==> src/rtl/shift_pkg.sv <==
// Shared constants for the shift sequencer: widths, shifter op encoding, FSM states.
package shift_pkg;

    localparam int unsigned DATA_W = 16;
    localparam int unsigned AMT_W  = 4;
    localparam int unsigned OP_W   = 2;

    localparam logic [OP_W-1:0] SH_PASS = 2'b00;
    localparam logic [OP_W-1:0] SH_LSL  = 2'b01;
    localparam logic [OP_W-1:0] SH_LSR  = 2'b10;
    localparam logic [OP_W-1:0] SH_ASR  = 2'b11;

    typedef enum logic [1:0] {
        ST_IDLE  = 2'd0,
        ST_SHIFT = 2'd1,
        ST_DONE  = 2'd2
    } state_e;

endpackage

==> src/rtl/shift_sequencer_shifter.sv <==
// Single-step 16-bit shifter: pass, logical left, logical right, arithmetic right by one bit.
module shifter
    import shift_pkg::*;
(
    input  logic [OP_W-1:0]   shift,
    input  logic [DATA_W-1:0] in,
    output logic [DATA_W-1:0] sout
);

    always_comb begin
        sout = in;
        case (shift)
            SH_LSL:  sout = {in[DATA_W-2:0], 1'b0};
            SH_LSR:  sout = {1'b0, in[DATA_W-1:1]};
            SH_ASR:  sout = {in[DATA_W-1], in[DATA_W-1:1]};
            default: sout = in;
        endcase
    end

endmodule

==> src/rtl/shift_sequencer.sv <==
// Multi-step shift controller: accepts one request, iterates the one-bit shifter
// amt times on the accumulator, then offers the result on a valid/ready port.
module shift_sequencer
    import shift_pkg::*;
(
    input  logic              clk,
    input  logic              reset,
    input  logic              in_valid,
    output logic              in_ready,
    input  logic [DATA_W-1:0] in_data,
    input  logic [OP_W-1:0]   in_op,
    input  logic [AMT_W-1:0]  in_amt,
    output logic              out_valid,
    input  logic              out_ready,
    output logic [DATA_W-1:0] out_data,
    output logic              busy
);

    state_e              state_q, state_d;
    logic [DATA_W-1:0]   acc_q, acc_d;
    logic [AMT_W-1:0]    cnt_q, cnt_d;
    logic [OP_W-1:0]     op_q, op_d;
    logic [OP_W-1:0]     sh_op_c;
    logic [DATA_W-1:0]   step_c;

    logic                in_ready_q, in_ready_d;
    logic                out_valid_q, out_valid_d;
    logic [DATA_W-1:0]   out_data_q, out_data_d;
    logic                busy_q, busy_d;

    shifter u_shifter (
        .shift (sh_op_c),
        .in    (acc_q),
        .sout  (step_c)
    );

    // Next-state, datapath and registered-output decode
    always_comb begin
        state_d = state_q;
        acc_d   = acc_q;
        cnt_d   = cnt_q;
        op_d    = op_q;
        sh_op_c = SH_PASS;

        case (state_q)
            ST_IDLE: begin
                if (in_valid && in_ready_q) begin
                    acc_d = in_data;
                    op_d  = in_op;
                    cnt_d = in_amt;
                    if ((in_amt == AMT_W'(0)) || (in_op == SH_PASS)) begin
                        state_d = ST_DONE;
                    end else begin
                        state_d = ST_SHIFT;
                    end
                end
            end
            ST_SHIFT: begin
                sh_op_c = op_q;
                acc_d   = step_c;
                cnt_d   = cnt_q - AMT_W'(1);
                if (cnt_q == AMT_W'(1)) begin
                    state_d = ST_DONE;
                end
            end
            ST_DONE: begin
                if (out_valid_q && out_ready) begin
                    state_d = ST_IDLE;
                end
            end
            default: begin
                state_d = ST_IDLE;
            end
        endcase

        in_ready_d  = (state_d == ST_IDLE);
        out_valid_d = (state_d == ST_DONE);
        busy_d      = (state_d != ST_IDLE);
        out_data_d  = acc_d;
    end

    // State and output registers; reset aborts any op in flight
    always_ff @(posedge clk) begin
        if (reset) begin
            state_q     <= ST_IDLE;
            acc_q       <= '0;
            cnt_q       <= '0;
            op_q        <= SH_PASS;
            in_ready_q  <= 1'b1;
            out_valid_q <= 1'b0;
            out_data_q  <= '0;
            busy_q      <= 1'b0;
        end else begin
            state_q     <= state_d;
            acc_q       <= acc_d;
            cnt_q       <= cnt_d;
            op_q        <= op_d;
            in_ready_q  <= in_ready_d;
            out_valid_q <= out_valid_d;
            out_data_q  <= out_data_d;
            busy_q      <= busy_d;
        end
    end

    assign in_ready  = in_ready_q;
    assign out_valid = out_valid_q;
    assign out_data  = out_data_q;
    assign busy      = busy_q;

endmodule

==> config.mk <==
export PLATFORM = sky130hd
export DESIGN_NAME = shift_sequencer
export DESIGN_NICKNAME = d
export VERILOG_FILES = /design/src/rtl/shift_pkg.sv /design/src/rtl/shift_sequencer_shifter.sv /design/src/rtl/shift_sequencer.sv
export SDC_FILE = /design/constraint.sdc
export NUM_CORES = 1
export LEC_CHECK = 0
export ABC_AREA = 1
export CORE_MARGIN = 2
export CORE_UTILIZATION = 49
export CTS_BUF_LIST = sky130_fd_sc_hd__clkbuf_4
export CTS_CLUSTER_DIAMETER = 150
export DETAILED_ROUTE_END_ITERATION = 6
export PLACE_DENSITY = 0.82
export SETUP_SLACK_MARGIN = 0.2
export SYNTH_ARGS = -nofsm -noshare
export SYNTH_HDL_FRONTEND = slang
export SYNTH_SLANG_ARGS = --single-unit
==> constraint.sdc <==
create_clock -name clk -period 1.82 [get_ports clk]
set_input_delay 0.364 -clock clk [delete_from_list [all_inputs] [get_ports clk]]
set_output_delay 0.364 -clock clk [all_outputs]
set_load 0.005 [all_outputs]
* After elaboration in Yosys (flattened, before gate mapping)
Index checks and enable logic that the tools add are counted.
** Storage, ports and cells
- Register bits :: 27
- Output and inout bits :: 19
** Operators by class
- Add/sub/neg operators :: 1
- Equal/unequal tests :: 11
- Multiplexer cells :: 11
- Reductions and logical operators :: 13
** Operators by type and width (count)
- $pmux W16 S3 :: 1
- $pmux W16 S2 :: 1
- $mux W16 :: 1
- $mux W2 :: 5
- $eq A2 B2 Y1 const B :: 4
- $pmux W4 S2 :: 1
- $logic_not A2 Y1 :: 3
- $pmux W2 S3 :: 1
- $eq A2 B1 Y1 const B :: 2
- $eq A4 B1 Y1 const B :: 1
- $logic_not A4 Y1 :: 1
- $mux W4 :: 1
- $ne A2 B2 Y1 const B :: 2
- $ne A4 B1 Y1 const B :: 1
- $reduce_and A2 Y1 :: 2
- $reduce_and A4 Y1 :: 1
- $reduce_bool A2 Y1 :: 2
- $sub A4 B1 Y4 const B :: 1
- $ne A3 B1 Y1 const B :: 1
- $reduce_and A3 Y1 :: 1
- $logic_and A1 B1 Y1 :: 2
- $logic_or A1 B1 Y1 :: 1

* Longest topological paths before layout
Gate-level depths: netlist of the first run.
- Depth in word-level cells :: 6
- Gate-level depth with buffers :: 8

* Hierarchy
A second synthesis of the first run with hierarchy kept.
** Second synthesis, totals
- Cell total of the unflattened synthesis :: 280
- Area, all modules :: 1727.9 um2
** Modules (own cells, without submodules)
- shift_sequencer :: instances 1, cells each 209, area an instance 1365.1 um2, seq. area each 540.5 um2
- shifter :: instances 1, cells each 71, area an instance 362.8 um2, seq. area each 0.0 um2

* Worst setup path after synthesis of the first run
Ideal clock, no wire load.
- Path type :: register to register
- Start :: register state_q[1]
- End :: register out_data_q[1] (netlist: out_data[1])
- Setup time :: 0.115 ns
- Arrival time :: 1.175 ns
- Path slack :: 0.530 ns
- Cell stages (with the launch flop) :: 8
- Path through :: dfxtp_1 > inv_2 > nand3_1 > nand2_1 > buf_6 > buf_6 > a21oi_1 > nor2_1
** On the way
- Cells in the longest elaborated chain, start to end :: 5
- Elaborated cells on any way between the ends :: 12
** Ends and longest elaborated chain
- start: declaration :: line shift_sequencer.sv:19 : state_e state_q, state_d;
- start signal: assignment :: line shift_sequencer.sv:94 : state_q <= state_d;
- $eq A2 B1 Y1 :: line shift_sequencer.sv:45 : case (state_q)
- $mux W2 :: line shift_sequencer.sv:45
- $eq A2 B2 Y1 / $eq A2 B1 Y1 (equally long branches) :: line shift_sequencer_shifter.sv:12 : case (shift)
- $pmux W16 S3 / $ne A4 B1 Y1 (equally long branches)
- $pmux W16 S2 / $reduce_and A3 Y1 (equally long branches)
- end signal: assignment :: line shift_sequencer.sv:100 : out_data_q <= out_data_d;
- end: declaration :: line shift_sequencer.sv:28 : logic [DATA_W-1:0] out_data_q, out_data_d;
Several ways; a longest one is shown, not always the timed one.
A chain may end at the register's enable or synchronous reset.

* Worst setup path in the final report of the first run
- Start :: register out_data_q[1] (netlist: out_data[1])
- End :: output out_data[1]
** RTL lines
- end: declaration :: line shift_sequencer.sv:15 : output logic [DATA_W-1:0] out_data,
No word-level cell between the ends.

==> reports/metrics.csv, run 1 <==
metric;value;unit
outcome;completed;
path_clk_slew;0.16;ns
power;0.002525;W
ys_ff_latch;27;
hold_path_class;register to register;
internal-power;0.001506;W
grt_pass1_vias;1600;
drive_gt1_share;15.13;%
synth.distinct_cells;20;
cp_slowest_stage_delay;0.50;ns
die_w;61.22;µm
core;0.003078;mm²
synth.most_common_cell;nand2_1;
initial_core_util;52.11;%
clk_path_buf_depth;2;
power_frac_clock;11.6;%
post-dp-hpwl;2828;µm
htreeDepth;1;
power_frac_comb;51.7;%
hold_viol;0;
worstSkewPairLatency;0.34;ns
rows;20;
drt_iter0_drc;80;
antenna_left;0;
syn_inst;258;
port_buffers;44;
cts.sinks;27;
fin_crit;1.589;ns
hp-start;cnt_q[3];
grt_setup_unrepaired;false;
path_cells;clkdlybuf4s50_1;
clock-root-buffer;clkbuf_4;
finClkSkew;0.01381;ns
gp_congestion;0.8383;
cp_top_family;buffers and inverters;
syn_area;0.001604;mm²
irDropWorstVdd;0.7255;mV
drtPass1Iterations;4;
netlist.area_leader.share;33.70;%
viasPerCell;5.060;
finalNetCount;333;
nFillCells;296;
wirelength;3908;µm
relSlewSlack;79.40;%
synthArstFlopShare;0;%
switching_power;0.001019;W
endpoint_kind;primary output;
synth_flop_cell;dfxtp_1;
sw_frac_of_total;40.35;%
track_usage;22.80;%
grt_max_degree;19;
dpl_cell_area;0.002077;mm²
crit_fanout;4;
cap_violations;0;
dieHeight;61.22;µm
path_class;register to primary output;
yosysSeqAreaShare;33.70;%
crit_arrival;1.23;ns
pwr-share-seq;36.7;%
grt_pass1_wl;6568;µm
drcViolationCount;0;
multi_input_area;877.1;µm²
cts_made_buffers;3;
synthTopCellsByArea;dfxtp_1 (34%), nand2_1 (19%), nand3_1 (7.8%), nor2_1 (6.8%), inv_1 (6.3%);
cp-start-kind;register;
synthTopCellsByCount;nand2_1 (81), nor2_1 (29), dfxtp_1 (27), inv_1 (27), nand3_1 (25);
cts_tree;built;
gr-total-overflow;0;
slew_viol_final;0;
clock.fmax;0.6292;GHz
io_pins;45;
yosysWarnings;0;
regArea;565.5;µm²
avgSynthCellArea;6.217;µm²
synthesis.nets;286;
cts_hold_buf;0;
synth-edff-count;0;
crit_buf_inv;1;
final_area;0.002160;mm²
antenna_cells;0;
critical-path-slowest-cell;clkdlybuf4s50_1;
period_share;87.33;%
dieArea;0.003747;mm²
reg2reg_slack;0.35;ns
powerDensity;1169;mW/mm²
r2r-start;state_q[1];
setup-violations-final;0;
syn_to_final_growth;34.63;%
via_count;1761;
crit_path_start;out_data[1];
wl_per_cell;11.23;µm
synth_area_leader_cell;dfxtp_1;
worstPathRequired;1.46;ns
worst-slew-pin-transition;0.3085;ns
antenna_found_initial;0;
p_leak;1.019;nW
tns;0;ns
## layout by cell type (no fill, tap or decap), drive strengths merged, types with 2 or more instances in the layout
master and count:
ha 2, buf 10, clkdlybuf4s50 44, dfxtp 27
nand3 26, o21ai 26, nor2 30, clkbuf 4
inv 31, a21oi 18, nand2 83
## cell type report
type                            count  area share [%]
Multi-Input combinational cell    188           40.61
Sequential cell                    27           26.19
Inverter                           31           5.388
Tap cell                           44           2.549
Timing Repair Buffer               54           23.87
Clock buffer                        4           1.390
## power groups by stage
stage	registers, W	clock network [W]	logic [W]
detailed placement	0.000920	0	0.00125
floorplan	0.000905	0	0.000816
finish	0.000926	0.000292	0.00131
global placement	0.000913	0	0.00124
CTS	0.000911	0.000288	0.00126
global route	0.000951	0.000312	0.00148
## layer usage
metal  global-route usage, %  vias up  share of wire (%)
met2                   41.64       56                 50
met4                   8.075        0                1.2
met1                   27.54      789                 44
li1                        -      909                  -
met5                       0        -                  0
met3                   2.311        7                5.0
## worst reg2reg max path: cells and delay by family, from the launching register on
kind	cells	cell delay, ns
AOI/OAI and AO/OA	1	0.17
buffers and inverters	2	0.31
DFF	1	0.44
and+or+nand+nor	3	0.45
## path summary, 6_finish.rpt
| kind | end | depth (start not counted) |
|---|---|---|
| max reg2reg | out_data[7] | 6 |
| min reg2reg | cnt_q[3] | 2 |
| min | cnt_q[3] | 2 |
| max | out_data[1] | 1 |
## timing repair
item / CTS / global route
buffers inserted: 0 / 3
gates resized for setup: 4 / 16
pin swaps: 0 / 0
cloned: 0 / 0
endpoints found under the setup margin: 4 / 31
## through the flow
stage	worst slack (ns)	hold WS (ns)	util [%]	std cells
after global placement	0.1359	0.4685	67.48	341
after global routing	0.1822	0.5290	70.16	348
after CTS	0.2029	0.4992	68.62	345
after detailed placement	0.08639	0.4791	67.48	341
after floorplan	0.5297	0.4331	-	258
final	0.2307	0.4977	70.16	348
## registers in the layout, indices dropped and copies added, names as in the netlist
name,flops
busy,1
in_ready,1
state_q,2
out_data,16
out_valid,1
cnt_q,4
op_q,2
## cells by family after synthesis
kind of cell / share of synthesized area (%)
DFF: 33.70
and+or+nand+nor: 37.44
buffers and inverters: 11.93
AOI/OAI and AO/OA: 15.37
adders and majority gates: 1.560
No activity file was read; power rests on OpenSTA's default activity.
==> run 2, diff against run 1 <==
Settings changed: CAP_MARGIN set to 20, CORE_MARGIN 2 to unset.
==> run 2 against run 1 <==
Against the previous run:
- wire length up 0.33%
- cell area up 0.75%
- global-route usage up 1.5 points
- critical endpoint is now out_data[0]
- largest cell class unchanged
- highest routed layer unchanged
==> reports/metrics.csv, run 2 (same netlist as run 1, synthesis figures left out) <==
metric;value;unit;change
outcome;completed;;
antenna_cells;0;;unchanged
worst-slew-pin-transition;0.3096;ns;+0.001097 ns
final_common_cell;nand2_1;;
layout_common_cells;nand2_1 (81), clkdlybuf4s50_1 (40), nor2_1 (29);;
path_clk_slew;0.15;ns;about the same
grt_pass1_wl;6568;µm;unchanged
hp-start;out_data[10];;
cp-start-kind;register;;
hold_viol;0;;unchanged
critical-path-slowest-cell;clkdlybuf4s50_1;;
slew_viol_final;0;;unchanged
cts_hold_buf;0;;unchanged
viasPerCell;4.929;;-2.6%
grt_setup_unrepaired;true;;
clk_path_buf_depth;2;;unchanged
period_share;86.52;%;-0.81 points
path_cells;clkdlybuf4s50_1;;
syn_to_final_growth;35.65;%;
tns;0;ns;unchanged
dieHeight;59.22;µm;-3.3%
powerDensity;1151;mW/mm²;-1.6%
setup-violations-final;0;;unchanged
io_pins;45;;unchanged
cts_tree;built;;
port_buffers;44;;unchanged
gp_congestion;0.8094;;-3.4%
clock.fmax;0.6351;GHz;+0.93%
cts_made_buffers;3;;unchanged
drive_gt1_share;15.36;%;+0.23 points
p_leak;1.085;nW;+6.5%
finalNetCount;335;;+0.60%
fin_crit;1.575;ns;-0.01467 ns
fin_util;70.69;%;+0.53 points
wl_per_cell;11.20;µm;-0.24%
worstSkewPairLatency;0.34;ns;about the same
cap_violations;0;;unchanged
initial_core_util;52.11;%;unchanged
cp_top_family;buffers and inverters;;
drcViolationCount;0;;unchanged
grt_pass1_vias;1511;;-5.6%
gr-total-overflow;0;;unchanged
cp_slowest_stage_delay;0.49;ns;about the same
htreeDepth;1;;unchanged
core;0.003078;mm²;unchanged
via_count;1725;;-2.0%
stdcell_count;350;;+0.57%
track_usage;24.33;%;+1.5 points
antenna_found_initial;0;;unchanged
relSlewSlack;79.33;%;about the same
die_w;59.22;µm;-3.3%
path_class;register to primary output;;
post-dp-hpwl;2899;µm;+2.5%
dieArea;0.003506;mm²;-6.4%
dpl_cell_area;0.002092;mm²;+0.72%
wirelength;3921;µm;+0.33%
antenna_left;0;;unchanged
hold_path_class;register to register;;
finClkSkew;0.01654;ns;+0.002737 ns
cts.sinks;27;;unchanged
crit_arrival;1.21;ns;-0.02 ns
r2r-start;state_q[1];;
clock-root-buffer;clkbuf_4;;
largest_register_ffs;16;;unchanged
crit_buf_inv;1;;unchanged
drtPass1Iterations;4;;unchanged
irDropWorstVdd;0.6028;mV;-17%
grt_max_degree;19;;unchanged
worstPathRequired;1.46;ns;about the same
crit_path_start;out_data[0];;
rows;20;;unchanged
endpoint_kind;primary output;;
drt_iter0_drc;98;;+23%
dp.cells;343;;+0.59%
final_area;0.002176;mm²;+0.75%
crit_fanout;3;;-1
run 2: final cells by class:
class / instances / area (µm²)
tap: 44 / 55.05
clock buffer: 4 / 30.03
sequential: 27 / 561.8
inverter: 31 / 116.4
fill: 295 / 902.1
multi-input combinational: 188 / 872.1
timing repair buffer: 56 / 540.5
run 2: final timing paths:
check	end	slack, ns	cells after the start
setup / recovery	out_data[0]	0.25	1
hold / removal	out_data[10]	0.50	2
setup reg to reg	out_data[11]	0.37	6
hold reg to reg	out_data[10]	0.50	2
run 2: tightest hold or removal path: stages, from the launching register on:
cell and delay (ns):
dfxtp_2 0.36, a21oi_1 0.04, nor2_1 0.08
run 2: where the power goes:
part	switching, W	leakage [nW]	total (W)	internal, W
clock	0.000179	0.0184	0.000280	0.000101
sequential	0.000138	0.228	0.000924	0.000785
combinational	0.000687	0.839	0.00130	0.000613
total	0.00100	1.09	0.00250	0.00150
run 2: per-stage QoR:
stage | hold WS, ns | setup slack, ns | power (W)
detailed placement | 0.4961 | 0.06032 | 0.002185
floorplan | 0.4331 | 0.5297 | 0.001720
finish | 0.5034 | 0.2453 | 0.002504
CTS | 0.5155 | 0.2013 | 0.002475
global route | 0.5291 | 0.1850 | 0.002732
global placement | 0.4695 | 0.1136 | 0.002159
run 2: repair_timing:
item / CTS / global route
endpoints found under the setup margin: 5 / 17
pin swaps: 0 / 0
buffers inserted: 0 / 3
hold endpoints to repair: 0 / 0
gates resized for setup: 5 / 16
run 2: layer usage:
layer | vias up | global-route usage, % | routed length [µm]
met5 | - | 0 | 0
met4 | 0 | 4.082 | 34
met3 | 2 | 3.275 | 125
met2 | 38 | 43.34 | 1921
met1 | 775 | 31.52 | 1841
li1 | 910 | - | -
